### src/rtl/esm_pkg.sv
// Shared constants, FSM state type and the free-slot priority encoder for the
// ESM eviction scheduler.
package esm_pkg;

   localparam int          BS_DEF     = 16;
   localparam int          LFSR_W_DEF = 32;
   localparam int          BS_MAX     = 256;
   // Galois taps for x^32 + x^22 + x^2 + x + 1 (right-shifting form).
   localparam logic [31:0] LFSR_POLY  = 32'h8020_0003;
   localparam logic [31:0] SEED_DEF   = 32'hACE1_0001;

   typedef enum logic [1:0] {
      IDLE    = 2'd0,
      SCAN    = 2'd1,
      PICK    = 2'd2,
      PRESENT = 2'd3
   } state_t;

   // Index of the lowest clear bit; 0 when every bit is set.
   function automatic int unsigned lowest_zero(input logic [BS_MAX-1:0] v);
      int unsigned r;
      r = 0;
      for (int i = BS_MAX - 1; i >= 0; i--) begin
         if (!v[i]) r = unsigned'(i);
      end
      return r;
   endfunction

endpackage

### src/rtl/esm_lfsr.sv
// Free-running Galois LFSR; held at SEED while reset is asserted.
module esm_lfsr
   import esm_pkg::*;
#(
   parameter int           W    = LFSR_W_DEF,
   parameter logic [W-1:0] SEED = W'(SEED_DEF),
   parameter logic [W-1:0] POLY = W'(LFSR_POLY)
) (
   input  logic         clk,
   input  logic         rst,
   output logic [W-1:0] value
);

   always_ff @(posedge clk or posedge rst) begin
      if (rst) value <= SEED;
      else     value <= {1'b0, value[W-1:1]} ^ (value[0] ? POLY : '0);
   end

endmodule

### src/rtl/esm_evict_scheduler.sv
// Slot pool sequencer: lowest-free allocation for writers and uniformly random
// eviction of an occupied slot. ESM_FIXED_PRIO_EN forces lowest-index picks.
module esm_evict_scheduler
   import esm_pkg::*;
#(
   parameter int                BS     = BS_DEF,
   parameter int                LFSR_W = LFSR_W_DEF,
   parameter logic [LFSR_W-1:0] SEED   = LFSR_W'(SEED_DEF)
) (
   input  logic                  clk,
   input  logic                  rst,
   input  logic                  wr_req,
   output logic                  wr_gnt,
   output logic [$clog2(BS)-1:0] wr_idx,
   input  logic                  rd_req,
   output logic                  rd_valid,
   output logic [$clog2(BS)-1:0] rd_idx,
   input  logic                  rd_ack,
   output logic [BS-1:0]         occ,
   output logic                  full,
   output logic                  empty,
   output logic                  busy,
   output state_t                state
);

   localparam int IW = $clog2(BS);

   // rd_valid/rd_idx form a hold-until-ack handshake: once rd_valid rises the
   // slot index is stable until the cycle rd_ack is sampled high.

   state_t              state_next;
   logic [LFSR_W-1:0]   lfsr;
   logic [BS-1:0]       cand;
   logic [IW:0]         cand_count;
   logic [IW:0]         scan_idx;
   logic [IW-1:0]       map [BS];
   logic [IW-1:0]       sel_q;
   logic [IW-1:0]       sel_calc;
   logic [BS-1:0]       occ_next;
   logic [BS_MAX-1:0]   padded;
   logic                scan_last;
   logic                accept, scan_step, sel_load, pick_load, release_slot;

   esm_lfsr #(.W(LFSR_W), .SEED(SEED), .POLY(LFSR_W'(LFSR_POLY))) u_lfsr (
      .clk   (clk),
      .rst   (rst),
      .value (lfsr)
   );

   assign full  = &occ;
   assign empty = ~|occ;

   always_comb begin
      padded         = '1;
      padded[BS-1:0] = occ;
   end

   assign wr_gnt = wr_req & ~full;
   assign wr_idx = full ? '0 : IW'(lowest_zero(padded));

   // One extra SCAN cycle after the last slot lets cand_count settle before
   // the modulo result is registered for PICK.
   assign scan_last = (scan_idx == (IW+1)'(BS));

`ifdef ESM_FIXED_PRIO_EN
   assign sel_calc = '0;
`else
   logic [LFSR_W-1:0] mod_wide;
   assign mod_wide = lfsr % LFSR_W'(cand_count);
   assign sel_calc = mod_wide[IW-1:0];
`endif

   always_ff @(posedge clk or posedge rst) begin
      if (rst) state <= IDLE;
      else     state <= state_next;
   end

   always_comb begin
      state_next = state;
      case (state)
         IDLE:    if (rd_req && !empty) state_next = SCAN;
         SCAN:    if (scan_last)        state_next = PICK;
         PICK:                          state_next = PRESENT;
         PRESENT: if (rd_ack)           state_next = IDLE;
         default:                       state_next = IDLE;
      endcase
   end

   always_comb begin
      busy         = (state != IDLE);
      accept       = (state == IDLE) && rd_req && !empty;
      scan_step    = (state == SCAN) && !scan_last;
      sel_load     = (state == SCAN) && scan_last;
      pick_load    = (state == PICK);
      release_slot = (state == PRESENT) && rd_ack;
   end

   // Allocation uses pre-update occ, so a slot freed this cycle is not re-granted.
   always_comb begin
      occ_next = occ;
      if (wr_gnt)       occ_next[wr_idx] = 1'b1;
      if (release_slot) occ_next[rd_idx] = 1'b0;
   end

   always_ff @(posedge clk or posedge rst) begin
      if (rst) begin
         occ        <= '0;
         cand       <= '0;
         cand_count <= '0;
         scan_idx   <= '0;
         sel_q      <= '0;
         rd_idx     <= '0;
         rd_valid   <= 1'b0;
      end else begin
         occ <= occ_next;
         if (accept) begin
            cand       <= occ;
            cand_count <= '0;
            scan_idx   <= '0;
         end
         if (scan_step) begin
            scan_idx <= scan_idx + 1'b1;
            if (cand[scan_idx[IW-1:0]]) cand_count <= cand_count + 1'b1;
         end
         if (sel_load) sel_q <= sel_calc;
         if (pick_load) begin
            rd_idx   <= map[sel_q];
            rd_valid <= 1'b1;
         end
         if (release_slot) rd_valid <= 1'b0;
      end
   end

   always_ff @(posedge clk or posedge rst) begin
      if (rst) begin
         for (int i = 0; i < BS; i++) map[i] <= '0;
      end else if (scan_step && cand[scan_idx[IW-1:0]]) begin
         map[cand_count[IW-1:0]] <= scan_idx[IW-1:0];
      end
   end

endmodule

### config.mk
export PLATFORM = sky130hd
export DESIGN_NAME = esm_evict_scheduler
export DESIGN_NICKNAME = d
export VERILOG_FILES = /design/src/rtl/esm_pkg.sv /design/src/rtl/esm_lfsr.sv /design/src/rtl/esm_evict_scheduler.sv
export SDC_FILE = /design/constraint.sdc
export NUM_CORES = 1
export LEC_CHECK = 0
export ABC_CLOCK_PERIOD_IN_PS = 96100
export CAP_MARGIN = 20
export CORE_AREA = 2 2 251 253
export DETAILED_ROUTE_END_ITERATION = 8
export DIE_AREA = 0 0 253 255
export PLACE_DENSITY_LB_ADDON = 0.08
export SLEW_MARGIN = 20
export SYNTH_ARGS = -nofsm -noshare
export SYNTH_HDL_FRONTEND = slang
export SYNTH_SLANG_ARGS = --single-unit
### constraint.sdc
create_clock -name clk -period 96.1 [get_ports clk]
set_clock_uncertainty 0.2 [all_clocks]
set_input_delay 28.83 -clock clk [delete_from_list [all_inputs] [get_ports clk]]
set_output_delay 28.83 -clock clk [all_outputs]
set_load 0.005 [all_outputs]
==> results of run 1 <==
flip-flops by register name, summed over array words and instances (netlist names):
name and cells:
map 64, u_lfsr.value 32, cand 16, occ 16
cand_count 5, scan_idx 5, rd_idx 4, sel_q 4
state 2, rd_valid 1
stage by stage:
| stage | hold slack, ns | area (um2) | util, % |
|---|---|---|---|
| detailed placement | 0.1753 | 25610 | 41.20 |
| finish | 0.1876 | 26180 | 42.12 |
| CTS | 0.1885 | 26180 | 42.12 |
| floorplan | 0.1601 | 24600 | - |
| global route | 0.1935 | 26180 | 42.12 |
| global placement | 0.1784 | 25610 | 41.19 |
cell type report:
class | instances | area, um2 | area share, %
timing repair buffer | 54 | 493.0 | 1.883
inverter | 80 | 305.3 | 1.166
tap | 799 | 999.7 | 3.818
clock buffer | 19 | 452.9 | 1.730
sequential | 149 | 3741 | 14.29
multi-input combinational | 2897 | 20070 | 76.64
clock inverter | 13 | 123.9 | 0.4731
how the worst max path moves through the flow:
stage                              from  endpoint  slack, ns  depth (start not counted)
after CTS                 cand_count[3]  sel_q[1]      13.22                        335
final                     cand_count[3]  sel_q[1]      12.43                        336
after detailed placement  cand_count[3]  sel_q[1]      13.53                        335
after floorplan           cand_count[0]  sel_q[1]      25.09                        354
after global routing      cand_count[3]  sel_q[1]       4.53                        340
after global placement    cand_count[3]  sel_q[1]      16.55                        336
routing by layer:
layer  routed length, um  part of all wire [%]
met1               36590                    47
met2               37760                    48
met3                2290                   2.9
met4                1868                   2.4
met5                   0                     0
synth_stat cells, drive strengths merged (48+ instances only):
master	instances	area, um2
o31ai	59	504.2
xor2	53	479.2
nand2	341	1282
dfrtp	140	3503
xnor2	105	934.7
o21ai	208	1064
nor2	310	1166
nor4	50	429.2
a21oi	198	1013
nand3	112	600.6
nand4	56	396.6
mux2i	48	505.5
ha	163	2039
and2	63	396.6
nor3	166	865.8
mux2	74	833.3
inv	79	296.5
o21a	100	753.2
clkbuf	72	276.5
a31oi	57	381.6
and3	60	376.6
critical path: cells and delay by family (launching register included):
| family | cells | cell delay, ns |
|---|---|---|
| compound gates | 164 | 38.42 |
| flops | 1 | 0.49 |
| buf+inv | 9 | 1.10 |
| fa+ha+maj | 31 | 9.17 |
| mux | 8 | 1.85 |
| simple gates | 124 | 32.18 |
logic make-up (layout without fill, tap and decap cells):
kind of cell             Yosys count  after routing  synth area share, %
XOR/XNOR                         158            158                5.747
AO/OA/AOI/OAI                    995            995                28.87
flip-flops                       149            149                15.20
adder cells (fa/ha/maj)          167            167                8.494
multiplexers                     147            147                7.731
AND/OR/NAND/NOR                 1430           1430                30.73
buffers and inverters            191            166                3.224
==> results.py, run 1 <==
metrics = {
    "sta": {
        "maxSlewHeadroom_pct": 27.83,
        "layout_worst_path_cycle_share_pct": 87.07,
        "tns_ns": 0,
        "tightest_slew_ns": 1.074,
        "fmax_ghz": 0.01195,
        "timing_hold_violations_final": 0,
        "report.final.slew_viol_count": 0,
        "finalCriticalPeriod_ns": 83.67,
        "layout_setup_ws_ns": 12.43,
        "setup_repair_after_global_routing_missed_its_margin": "no",
        "final-setup-viol-count": 0,
    },
    "routing": {
        "detail_route.vias_per_cell": 6.214,
        "detailed_routing_iteration_count_for_the_pre_antenna_repair_pass": 5,
        "detail_route.iter0.violations": 1829,
        "ant_nets": 0,
        "wl_per_cell_um": 19.57,
        "finalWirelength_um": 78500,
        "post-route-drc-count": 0,
        "num_vias": 24923,
    },
    "grt": {
        "grt.met2_usage_pct": 42.41,
        "grt_max_degree": 88,
        "grt_most_used_layer": "met2",
        "global_route.usage.total_pct": 23.91,
        "grt_overflow": 0,
        "first_pass_grt_wire_length_um": 127200,
        "globalRouteMet3Util_pct": 1.668,
        "gr-usage-met1_pct": 31.25,
        "grt_antenna_before_repair": 0,
        "first_global_vias": 23960,
    },
    "finish": {
        "final.fill_count": 6353,
        "layoutNonFillerInstCount": 4011,
        "layout_common_cells": "340 x nand2_1, 309 x nor2_1, 192 x a21oi_1",
        "syn_to_final_growth_pct": 6.434,
        "drive_gt1_share_pct": 10.09,
        "layout.cells.most_common": "nand2_1",
        "antenna_fix_cells": 0,
        "layout.nets": 3368,
    },
    "critical_path": {
        "crit_path_top_delay_cell": "nor2b_1",
        "timing.setup.critical_path_class": "reg2reg",
        "ff2ff_path_depth": 336,
        "rr_startpoint": "cand_count[3]",
        "worst_path_arrival_time_ns": 83.79,
        "crit_path_start_kind": "flop",
        "cell_seen_most_often_among_critical_path_stages": "o21a_1",
        "r2r_end": "sel_q[1]",
        "worstPathMaxFanout": 17,
        "timing.critical_path.slowest_cell_delay_ns": 0.77,
        "critical_path.endpoint_type": "flop",
        "setup.reg_to_reg.worst_slack_ns": 12.43,
        "required_ns": 96.22,
    },
    "clock_network": {
        "cts_setup_buffers": 0,
        "cts.clk_slew.worst_paths_ns": 0.06,
        "clock_sinks": 149,
        "ctsHtreeMaxLevel": 4,
        "post_cts_resized": 0,
        "cts_hold_buffers": 0,
        "cts_root_buf": "clkbuf_16",
        "cts_made_buffers": 17,
        "clkLatencyLatePin_ns": 0.43,
        "cts_tree": "yes",
        "cts.path.max_buffers": 2,
    },
    "place": {
        "buffer_ports.inserted": 35,
        "dp_worst_setup_slack_ns": 13.53,
        "dp_hpwl_um": 62760,
        "dp_cells": 3979,
        "final_gp_congestion": 0.9080,
    },
    "job": {
        "drv.max_cap_violation_count": 0,
    },
    "die": {
        "die_outline_area_mm2": 0.06452,
        "floorplan.die.height_um": 255,
        "dieWidth_um": 253,
        "boundaryPins": 36,
        "placementRows": 92,
        "area_of_the_core_region_mm2": 0.06216,
        "initial_utilization_pct": 39.58,
    },
    "min_path": {
        "hold_start": "u_lfsr.value[23]",
        "hold-path-cell-count": 0,
        "hold-path-endpoint": "u_lfsr.value[22]",
        "hold_path.class": "reg2reg",
    },
    "yosys": {
        "post_synth_num_cell_types": 145,
        "synth-warning-count": 0,
        "netlist_instances": 3237,
        "synth_async_sr_flop_share_pct": 100.0,
        "postSynthRegisterBits": 149,
        "syn_avg_cell_area_um2": 7.600,
        "synth_area_mm2": 0.02460,
        "synth_fp_nets": 3406,
        "post_synth_edffs": 0,
        "dominantRegCellSynth": "dfrtp_1",
        "yosysSeqAreaShare_pct": 15.20,
    },
    "status": {
        "run_status": "finished clean",
    },
}
Power of run 1 is not shown: default switching activity piles up to over one toggle a cycle in this logic, so the estimate is an artifact.
==> inputs of run 2 (changes only) <==
--- a/config.mk
+++ b/config.mk
@@ -5,7 +5,7 @@
 export SDC_FILE = /design/constraint.sdc
 export NUM_CORES = 1
 export LEC_CHECK = 0
-export ABC_CLOCK_PERIOD_IN_PS = 96100
+export ABC_CLOCK_PERIOD_IN_PS = 107500
 export CAP_MARGIN = 20
 export CORE_AREA = 2 2 251 253
 export DETAILED_ROUTE_END_ITERATION = 8
==> constraint.sdc (replaced) <==
create_clock -name clk -period 107.5 [get_ports clk]
set_clock_uncertainty 0.2 [all_clocks]
set_input_delay 32.25 -clock clk [delete_from_list [all_inputs] [get_ports clk]]
set_output_delay 32.25 -clock clk [all_outputs]
set_load 0.005 [all_outputs]
==> results.py, run 2 (same netlist as run 1, synthesis figures left out) <==
metrics = {
    "status": {
        "run_status": "finished clean",
    },
    "finish": {
        "layout.cells.most_common": "nand2_1",
        "top_register": "map",
        "layout_common_cells": "340 x nand2_1, 309 x nor2_1, 192 x a21oi_1",
        "layout_top_registers": "map: 64 flops, u_lfsr.value: 32 flops",
        "drive_gt1_share_pct": 9.991,
        "antenna_fix_cells": 0,
        "layoutNonFillerInstCount": 4012,
        "final.fill_count": 6380,
        "syn_to_final_growth_pct": 6.632,
        "largest_reg_flops": 64,
        "area_occupied_by_registers_mm2": 0.003740,
        "layout.nets": 3369,
        "multi_input_area_mm2": 0.02007,
    },
    "sta": {
        "report.final.slew_viol_count": 0,
        "setup_repair_after_global_routing_missed_its_margin": "no",
        "timing_hold_violations_final": 0,
        "fmax_ghz": 0.01185,
        "final-setup-viol-count": 0,
        "tns_ns": 0,
        "tightest_slew_ns": 0.9760,
        "finalHoldWorstSlack_ns": 0.1825,
        "layout_setup_ws_ns": 23.08,
        "maxSlewHeadroom_pct": 34.94,
        "layout_worst_path_cycle_share_pct": 78.53,
        "finalCriticalPeriod_ns": 84.42,
    },
    "critical_path": {
        "worstPathMaxFanout": 17,
        "cell_seen_most_often_among_critical_path_stages": "o21a_1",
        "required_ns": 107.62,
        "worst_path_arrival_time_ns": 84.54,
        "critical_path.endpoint_type": "flop",
        "crit_path_top_delay_cell": "o41ai_1",
        "timing.setup.critical_path_class": "reg2reg",
        "crit_path_start_kind": "flop",
        "timing.critical_path.slowest_cell_delay_ns": 0.77,
    },
    "routing": {
        "detail_route.iter0.violations": 1585,
        "wl_per_cell_um": 19.13,
        "detail_route.vias_per_cell": 6.160,
        "post-route-drc-count": 0,
        "ant_nets": 0,
        "num_vias": 24712,
        "detailed_routing_iteration_count_for_the_pre_antenna_repair_pass": 5,
        "finalWirelength_um": 76760,
    },
    "die": {
        "placementRows": 92,
        "die_outline_area_mm2": 0.06452,
        "initial_utilization_pct": 39.58,
        "boundaryPins": 36,
        "floorplan.die.height_um": 255,
        "area_of_the_core_region_mm2": 0.06216,
        "dieWidth_um": 253,
    },
    "clock_network": {
        "cts_made_buffers": 17,
        "ctsHtreeMaxLevel": 4,
        "clock_sinks": 149,
        "clkLatencyLatePin_ns": 0.43,
        "cts.path.max_buffers": 2,
        "post_cts_resized": 0,
        "cts_setup_buffers": 0,
        "cts_root_buf": "clkbuf_16",
        "cts_hold_buffers": 0,
        "cts_tree": "yes",
        "cts.clk_slew.worst_paths_ns": 0.06,
    },
    "job": {
        "drv.max_cap_violation_count": 0,
    },
    "place": {
        "dp_cells": 3980,
        "dp_hpwl_um": 61180,
        "dp_worst_setup_slack_ns": 23.65,
        "buffer_ports.inserted": 35,
        "final_gp_congestion": 0.8905,
    },
    "grt": {
        "global_route.usage.total_pct": 23.58,
        "grt_overflow": 0,
        "first_global_vias": 24011,
        "grt_antenna_before_repair": 0,
        "grt_max_degree": 78,
        "first_pass_grt_wire_length_um": 126700,
    },
    "min_path": {
        "hold_path.class": "reg2reg",
    },
}
==> run 2: cell count changes in the layout (fill, tap and decap cells not counted), sizes merged <==
| cell | before | now |
|---|---|---|
| clkinv | 9 | 5 |
| bufinv | 1 | 3 |
| clkbuf | 19 | 21 |
| buf | 19 | 20 |
| clkinvlp | 2 | 3 |
| inv | 81 | 80 |
==> run 2: per-layer routing <==
layer | part of all wire (%) | routed length [um] | up-vias | track usage (%)
met3 | 2.9 | 2195 | 89 | 2.156
met1 | 48 | 36620 | 11859 | 31.64
met4 | 2.0 | 1546 | 0 | 5.410
li1 | - | - | 12299 | -
met5 | 0 | 0 | - | 0
met2 | 47 | 36390 | 465 | 40.91
==> run 2: critical path: cells and delay by family (launching register included) <==
kind,cells,cell delay (ns)
AO/OA/AOI/OAI,164,38.07
adder cells (fa/ha/maj),31,9.25
buffers and inverters,9,1.16
flip-flops,1,0.51
multiplexers,8,1.88
AND/OR/NAND/NOR,125,33.08
==> run 2: stage by stage <==
| stage | util, % | instance area [um2] |
|---|---|---|
| after CTS | 42.20 | 26230 |
| after detailed placement | 41.24 | 25630 |
| after global placement | 41.19 | 25610 |
| after global routing | 42.20 | 26230 |
| after floorplan | - | 24600 |
| final | 42.20 | 26230 |
==> run 2: path summary, 6_finish.rpt <==
path | startpoint | end | slack [ns] | cells past startpoint
hold reg to reg | u_lfsr.value[23] | u_lfsr.value[22] | 0.18 | 0
min in group asynchronous | rst | u_lfsr.value[17] | 32.20 | 2
max in group asynchronous | rst | rd_valid | 73.44 | 3
hold / removal | u_lfsr.value[23] | u_lfsr.value[22] | 0.18 | 0
setup reg to reg | cand_count[3] | sel_q[1] | 23.08 | 337
setup / recovery | cand_count[3] | sel_q[1] | 23.08 | 337
==> run 2: layout make-up <==
class,count,area share [%]
repair buffers,55,1.984
clock buffers,21,1.717
well taps,799,3.811
multi-input cells,2897,76.50
clock inverters,11,0.5676
inverters,80,1.164
flip-flops and latches,149,14.26
Power of run 2 is left out for the same reason.
